<file path="src/rtl/approx_add_sched_pkg.sv">
// Shared constants, width helpers and the reference LOA model for the
// round-robin approximate-adder scheduler.
package approx_pkg;

  localparam logic [31:0] ERR_SAT = 32'hFFFF_FFFF;

  function automatic int calc_kw(input int approx_max);
    return $clog2(approx_max + 1);
  endfunction

  function automatic int calc_idw(input int num_req);
    return (num_req > 1) ? $clog2(num_req) : 1;
  endfunction

  // Bit-serial lower-part-OR adder; k must already be clamped by the caller.
  function automatic logic [31:0] loa_ref(input logic [31:0] a, input logic [31:0] b,
                                          input int k, input int width);
    logic [31:0] s;
    logic        c;
    s = '0;
    c = 1'b0;
    for (int i = 0; i < 32; i++) begin
      if (i < width) begin
        if (i < k) begin
          s[i] = a[i] | b[i];
          if (i == k - 1) c = a[i] & b[i];
        end else begin
          s[i] = a[i] ^ b[i] ^ c;
          c    = (a[i] & b[i]) | (c & (a[i] ^ b[i]));
        end
      end
    end
    return s;
  endfunction

endpackage

</file>
<file path="src/rtl/loa_var_adder.sv">
// Combinational lower-part-OR adder with a runtime approximation width k;
// also produces the exact sum and the absolute error between the two.
module loa_var_adder #(
  parameter int WIDTH = 16,
  parameter int KW    = 4
) (
  input  logic [WIDTH-1:0] a,
  input  logic [WIDTH-1:0] b,
  input  logic [KW-1:0]    k,
  output logic [WIDTH-1:0] sum,
  output logic [WIDTH-1:0] exact,
  output logic [WIDTH-1:0] err
);

  logic [WIDTH-1:0] low_mask;
  logic [WIDTH-1:0] msb_mask;
  logic [WIDTH-1:0] upper;
  logic             cin;

  always_comb begin
    low_mask = ~({WIDTH{1'b1}} << k);
    // Single bit at position k-1 (empty when k = 0) locates the carry-in source.
    msb_mask = low_mask & ~(low_mask >> 1);
    cin      = |(a & b & msb_mask);
    upper    = (a & ~low_mask) + (b & ~low_mask) + ((msb_mask & {WIDTH{cin}}) << 1);
    sum      = (upper & ~low_mask) | ((a | b) & low_mask);
    exact    = a + b;
    err      = (exact >= sum) ? (exact - sum) : (sum - exact);
  end

endmodule

</file>
<file path="src/rtl/approx_add_sched.sv">
// Round-robin arbiter feeding a shared 2-stage LOA pipeline with full
// backpressure and running error statistics against the exact sum.
module approx_add_sched
  import approx_pkg::*;
#(
  parameter  int WIDTH      = 16,
  parameter  int APPROX_MAX = 8,
  parameter  int NUM_REQ    = 4,
  localparam int KW         = calc_kw(APPROX_MAX),
  localparam int IDW        = calc_idw(NUM_REQ)
) (
  input  logic                     clk,
  input  logic                     rst_n,
  input  logic [NUM_REQ-1:0]       req_valid,
  output logic [NUM_REQ-1:0]       req_ready,
  input  logic [NUM_REQ*WIDTH-1:0] req_a,
  input  logic [NUM_REQ*WIDTH-1:0] req_b,
  input  logic [NUM_REQ*KW-1:0]    req_k,
  output logic                     resp_valid,
  input  logic                     resp_ready,
  output logic [WIDTH-1:0]         resp_sum,
  output logic [IDW-1:0]           resp_id,
  input  logic                     stats_clr,
  output logic [31:0]              err_total,
  output logic [WIDTH-1:0]         err_max,
  output logic [15:0]              resp_count
);

  logic [WIDTH-1:0] a_arr [NUM_REQ];
  logic [WIDTH-1:0] b_arr [NUM_REQ];
  logic [KW-1:0]    k_arr [NUM_REQ];

  for (genvar i = 0; i < NUM_REQ; i++) begin : g_unpack
    assign a_arr[i] = req_a[i*WIDTH +: WIDTH];
    assign b_arr[i] = req_b[i*WIDTH +: WIDTH];
    assign k_arr[i] = req_k[i*KW +: KW];
  end

  logic [IDW-1:0]   ptr;
  logic [IDW-1:0]   grant_id;
  logic             found;
  logic             accept;
  logic             s1_en;
  logic             s2_en;
  logic             s1_valid;
  logic [WIDTH-1:0] s1_a;
  logic [WIDTH-1:0] s1_b;
  logic [KW-1:0]    s1_k;
  logic [IDW-1:0]   s1_id;
  logic [KW-1:0]    k_sel;
  logic [KW-1:0]    k_eff;
  logic [WIDTH-1:0] loa_sum;
  logic [WIDTH-1:0] loa_exact_unused;
  logic [WIDTH-1:0] loa_err;
  logic             tot_carry;
  logic [31:0]      tot_sum;

  // NOTE: every variable driven in always_comb gets a default before any
  // conditional assignment, otherwise a latch is inferred.
  always_comb begin
    logic [IDW-1:0] idx;
    found    = 1'b0;
    grant_id = '0;
    idx      = '0;
    for (int i = 1; i <= NUM_REQ; i++) begin
      idx = IDW'((int'(ptr) + i) % NUM_REQ);
      if (!found && req_valid[idx]) begin
        found    = 1'b1;
        grant_id = idx;
      end
    end
  end

  assign s2_en  = !resp_valid || resp_ready;
  assign s1_en  = !s1_valid || s2_en;
  // rst_n gates the grant so no requester sees an accept while in reset.
  assign accept = found && s1_en && rst_n;

  always_comb begin
    req_ready = '0;
    if (accept) req_ready[grant_id] = 1'b1;
  end

  assign k_sel = k_arr[grant_id];
  assign k_eff = (k_sel > KW'(APPROX_MAX)) ? KW'(APPROX_MAX) : k_sel;

  // NOTE: sequential state uses non-blocking assignments so every register
  // samples pre-edge values regardless of statement order.
  always_ff @(posedge clk or negedge rst_n) begin
    if (!rst_n) begin
      ptr      <= IDW'(NUM_REQ - 1);
      s1_valid <= 1'b0;
      s1_a     <= '0;
      s1_b     <= '0;
      s1_k     <= '0;
      s1_id    <= '0;
    end else if (s1_en) begin
      s1_valid <= accept;
      if (accept) begin
        ptr   <= grant_id;
        s1_a  <= a_arr[grant_id];
        s1_b  <= b_arr[grant_id];
        s1_k  <= k_eff;
        s1_id <= grant_id;
      end
    end
  end

  loa_var_adder #(
    .WIDTH (WIDTH),
    .KW    (KW)
  ) u_loa (
    .a     (s1_a),
    .b     (s1_b),
    .k     (s1_k),
    .sum   (loa_sum),
    .exact (loa_exact_unused),
    .err   (loa_err)
  );

  assign {tot_carry, tot_sum} = {1'b0, err_total} + 33'(loa_err);

  always_ff @(posedge clk or negedge rst_n) begin
    if (!rst_n) begin
      resp_valid <= 1'b0;
      resp_sum   <= '0;
      resp_id    <= '0;
      err_total  <= '0;
      err_max    <= '0;
      resp_count <= '0;
    end else begin
      if (s2_en) begin
        resp_valid <= s1_valid;
        if (s1_valid) begin
          resp_sum <= loa_sum;
          resp_id  <= s1_id;
        end
      end
      // A clear coinciding with a stage-2 load drops that sample.
      if (stats_clr) begin
        err_total  <= '0;
        err_max    <= '0;
        resp_count <= '0;
      end else if (s2_en && s1_valid) begin
        err_total  <= tot_carry ? ERR_SAT : tot_sum;
        err_max    <= (loa_err > err_max) ? loa_err : err_max;
        resp_count <= resp_count + 16'd1;
      end
    end
  end

endmodule

</file>
<file path="config.mk">
export PLATFORM = sky130hd
export DESIGN_NAME = approx_add_sched
export DESIGN_NICKNAME = d
export VERILOG_FILES = /design/src/rtl/approx_add_sched_pkg.sv /design/src/rtl/loa_var_adder.sv /design/src/rtl/approx_add_sched.sv
export SDC_FILE = /design/constraint.sdc
export NUM_CORES = 1
export LEC_CHECK = 0
export ABC_CLOCK_PERIOD_IN_PS = 7300
export BUFFER_PORTS_ARGS = -buffer_cell sky130_fd_sc_hd__buf_4
export CORE_MARGIN = 1.5
export CORE_UTILIZATION = 51
export DETAILED_ROUTE_END_ITERATION = 12
export MAX_ROUTING_LAYER = met4
export PLACE_DENSITY_LB_ADDON = 0.15
export SETUP_SLACK_MARGIN = 0.5
export SYNTH_ARGS = -nofsm -noshare
export SYNTH_HDL_FRONTEND = slang
export SYNTH_SLANG_ARGS = --single-unit
</file>
<file path="constraint.sdc">
create_clock -name clk -period 7.3 [get_ports clk]
set_clock_uncertainty 0.05 [all_clocks]
set_input_delay 1.46 -clock clk [delete_from_list [all_inputs] [get_ports clk]]
set_output_delay 1.46 -clock clk [all_outputs]
set_load 0.02 [all_outputs]
</file>
==> impl_metrics.ini <==
[outcome]
status = complete, but fails checks
violations = negative setup slack

[logic_synthesis]
synth.cell_area_um2 = 11600
muxShareOfSynthArea_pct = 2.76
synth-xor-area-share_pct = 5.00
syn_inst = 1506
yosysWarnings = 0
synth_edf_count = 0
ys_seq_elements = 124
synthDistinctLibCells = 84
synth.avg_cell_area_um2 = 7.67
ys_seq_area_share_pct = 26.9
async_flop_share_pct = 100
synth_top_family_by_area = simple AND/OR/NAND/NOR gates
yosys.area_share.simple_pct = 22.8
synth_fa_ha_area_share_pct = 15.1
syn-num-nets = 1786
synth_ff_type = dfrtp_1
synth_compound_area_share_pct = 20.8

[clocking]
ctsRootBufferMaster = clkbuf_16
clock_latency_ns = 0.44
cts_hold_buf = 0
clkSinkCount = 124
clock_path_buffers = 2
cts-htree-levels = 4
numCtsBuffers = 17
clkTransAtPathRegs_ns = 0.06
cts_tree = done

[routing]
viasPerCell = 5.76
wl_per_cell_um = 18.5
dr.first_iter.drc_count = 858
drc = 0
dr_total_vias = 12600
drt-total-wl_mm = 40.6
ant_nets = 0
first_pass_iters = 5

[layout]
layout-drive-gt1-share_pct = 35.0
final_cell_count_no_fill = 2192
area_growth_pct = 46.2
nFillCells = 1579
regArea_um2 = 3110
final_nets = 2178
multi_input_area_um2 = 8860

[die]
die_h_um = 154
fp-row-count = 54
core_area_um2 = 22000
start_util_pct = 52.5
dieArea_um2 = 23600
die_w_um = 154
io_pins = 239

[setup_path]
cp_data_arrival_time_ns = 7.64
worst_path_largest_cell_delay_ns = 0.55
critPathKind = reg -> reg
cp.required_ns = 7.61
r2r_start = s1_k[1]$_DFFE_PN0P_
rrSetupSlack_ns = -0.03
cpMaxStageDelayCell = fa_1
endpoint_kind = flop
crit_path_start = s1_k[1]$_DFFE_PN0P_
start_kind = flop
cp_max_fo = 7

[global_route]
track_usage_pct = 33.7
grt_pass1_wl_mm = 61.5
grtUsageMet1_pct = 39.6
met2_usage_pct = 57.3
globalRouteMet3Util_pct = 4.17
grt_overflow = 0
grt_pass1_vias = 12300
grt_max_degree = 83
antenna_found_initial = 1
top_usage_layer = met2

[timing]
max_freq_mhz = 136
worst_slack_ns = -0.0273
hold_ws_ns = 0.422
drv_slew = 0
period_share_pct = 100
layout_min_cycle_time_ns = 7.33
final.setup.tns_ns = -0.0273
tightest_slew_ns = 0.979
finalSetupViolCount = 1
rsz0062_at_grt = true
maxSlewHeadroom_pct = 34.8
final-hold-violation-count = 0

[hold_path]
hp-class = reg -> reg
holdCritStartpoint = s1_id[1]$_DFFE_PN0P_

[place]
port_buffers = 238
dp.cells = 2102
place_ws_ns = -0.0860
gp_congestion = 0.964
dpl.hpwl_mm = 28.7

[job]
maxCapViolations = 0
## cell type report
class	instances	area share (%)
multi-input combinational	1191	52.5
inverter	121	2.69
clock inverter	11	0.652
sequential	124	18.4
tap	280	2.07
antenna	1	0.0148
clock buffer	21	2.79
timing repair buffer	443	20.9
## what timing repair did
| action | CTS | global route |
|---|---|---|
| resized for setup | 120 | 87 |
| buffers inserted | 32 | 21 |
| pin swaps | 60 | 64 |
| cloned | 4 | 0 |
| setup endpoints to repair | 48 | 48 |
## through the flow
step	utilization (%)	instance area, um2
after CTS	73.6	16200
after global routing	76.7	16900
after floorplan	-	11700
final	76.7	16900
after global placement	66.7	14700
after detailed placement	66.7	14700
## synthesized netlist by cell type, types with 3 or more instances
| cell | n | share of area, % |
|---|---|---|
| a211oi_1 | 24 | 1.6 |
| a21o_1 | 21 | 1.4 |
| a21oi_1 | 78 | 3.4 |
| a221oi_1 | 3 | 0.23 |
| a31oi_1 | 19 | 1.0 |
| and2_1 | 14 | 0.76 |
| and3_1 | 13 | 0.70 |
| buf_1 | 4 | 0.13 |
| buf_6 | 4 | 0.39 |
| clkbuf_1 | 55 | 1.8 |
| dfrtp_1 | 122 | 26 |
| fa_1 | 19 | 3.3 |
| ha_1 | 109 | 12 |
| inv_1 | 121 | 3.9 |
| mux2_2 | 5 | 0.49 |
| mux2i_1 | 18 | 1.6 |
| mux4_2 | 3 | 0.58 |
| nand2_1 | 203 | 6.6 |
| nand2b_1 | 17 | 0.92 |
| nand3_1 | 68 | 2.9 |
| nand3b_1 | 3 | 0.19 |
| nand4_1 | 13 | 0.70 |
| nor2_1 | 194 | 6.3 |
| nor2b_1 | 12 | 0.65 |
| nor3_1 | 31 | 1.3 |
| o2111ai_1 | 3 | 0.23 |
| o211a_1 | 3 | 0.26 |
| o211ai_1 | 5 | 0.32 |
| o21a_1 | 14 | 0.91 |
| o21ai_0 | 136 | 5.9 |
| o21ai_1 | 3 | 0.13 |
| o21bai_1 | 9 | 0.58 |
| o221ai_1 | 5 | 0.38 |
| o22ai_1 | 3 | 0.16 |
| o311a_1 | 4 | 0.35 |
| o31ai_1 | 5 | 0.32 |
| o41ai_1 | 6 | 0.45 |
| or2_2 | 4 | 0.22 |
| or3_1 | 5 | 0.27 |
| xnor2_1 | 41 | 3.1 |
| xor2_1 | 25 | 1.9 |
## cells in the final DEF (no fill, tap or decap), types with 7 or more instances in the layout
cell type  instances
buf_4            417
nand2_1          193
nor2_1           176
o21ai_0          128
inv_1            120
dfrtp_1          120
ha_1              90
nand3_1           64
a21oi_1           56
xnor2_1           31
xor2_1            23
nor3_1            21
a21o_1            20
fa_1              18
a211oi_1          17
clkbuf_16         17
a21oi_2           16
nand2b_1          16
ha_4              15
o21a_1            14
mux2i_1           14
buf_6             14
nand4_1           13
nor2_4            12
a31oi_1           11
nor2b_1           10
nand2_2           10
xnor2_2           10
and2_1             9
and3_1             9
o21bai_1           8
a211oi_2           8
a31oi_4            8
nor3_2             7
## final timing paths
check	depth (start not counted)	end
worst max-delay path	35	err_max[0]$_DFFE_PN0P_
worst min-delay path	2	resp_id[1]$_DFFE_PN0P_
worst max register to register	35	err_max[0]$_DFFE_PN0P_
worst min register to register	2	resp_id[1]$_DFFE_PN0P_
max in group asynchronous	2	s1_k[2]$_DFFE_PN0P_
min in group asynchronous	1	resp_count[9]$_DFFE_PN0P_
## critical path, delay by kind of cell, from the launching register on
family	cells	cell delay, ns
AO/OA/AOI/OAI	12	2.47
multiplexers	1	0.19
XOR/XNOR	2	0.31
flip-flops	1	0.42
AND/OR/NAND/NOR	8	1.22
adder cells (fa/ha/maj)	4	1.45
buffers and inverters	8	1.10
## kinds of logic after synthesis
group           Yosys count
mux                      27
fa+ha+maj               128
simple gates            594
flops                   124
buf+inv                 191
xor+xnor                 66
compound gates          376
## routing by layer
metal	part of all wire, %	vias to the layer above
met2	50	526
li1	-	5981
met3	5.0	126
met5	0	-
met4	5.2	0
met1	40	5997
## flip-flops by register name (all words and copies together) (netlist names)
name        flops
err_max        16
err_total      32
ptr             2
resp_count     16
resp_id         2
resp_sum       16
resp_valid      1
s1_a           16
s1_b           16
s1_id           2
s1_k            4
s1_valid        1
Power is not shown: default switching activity piles up to over one toggle a cycle in this logic, so the estimate is an artifact.
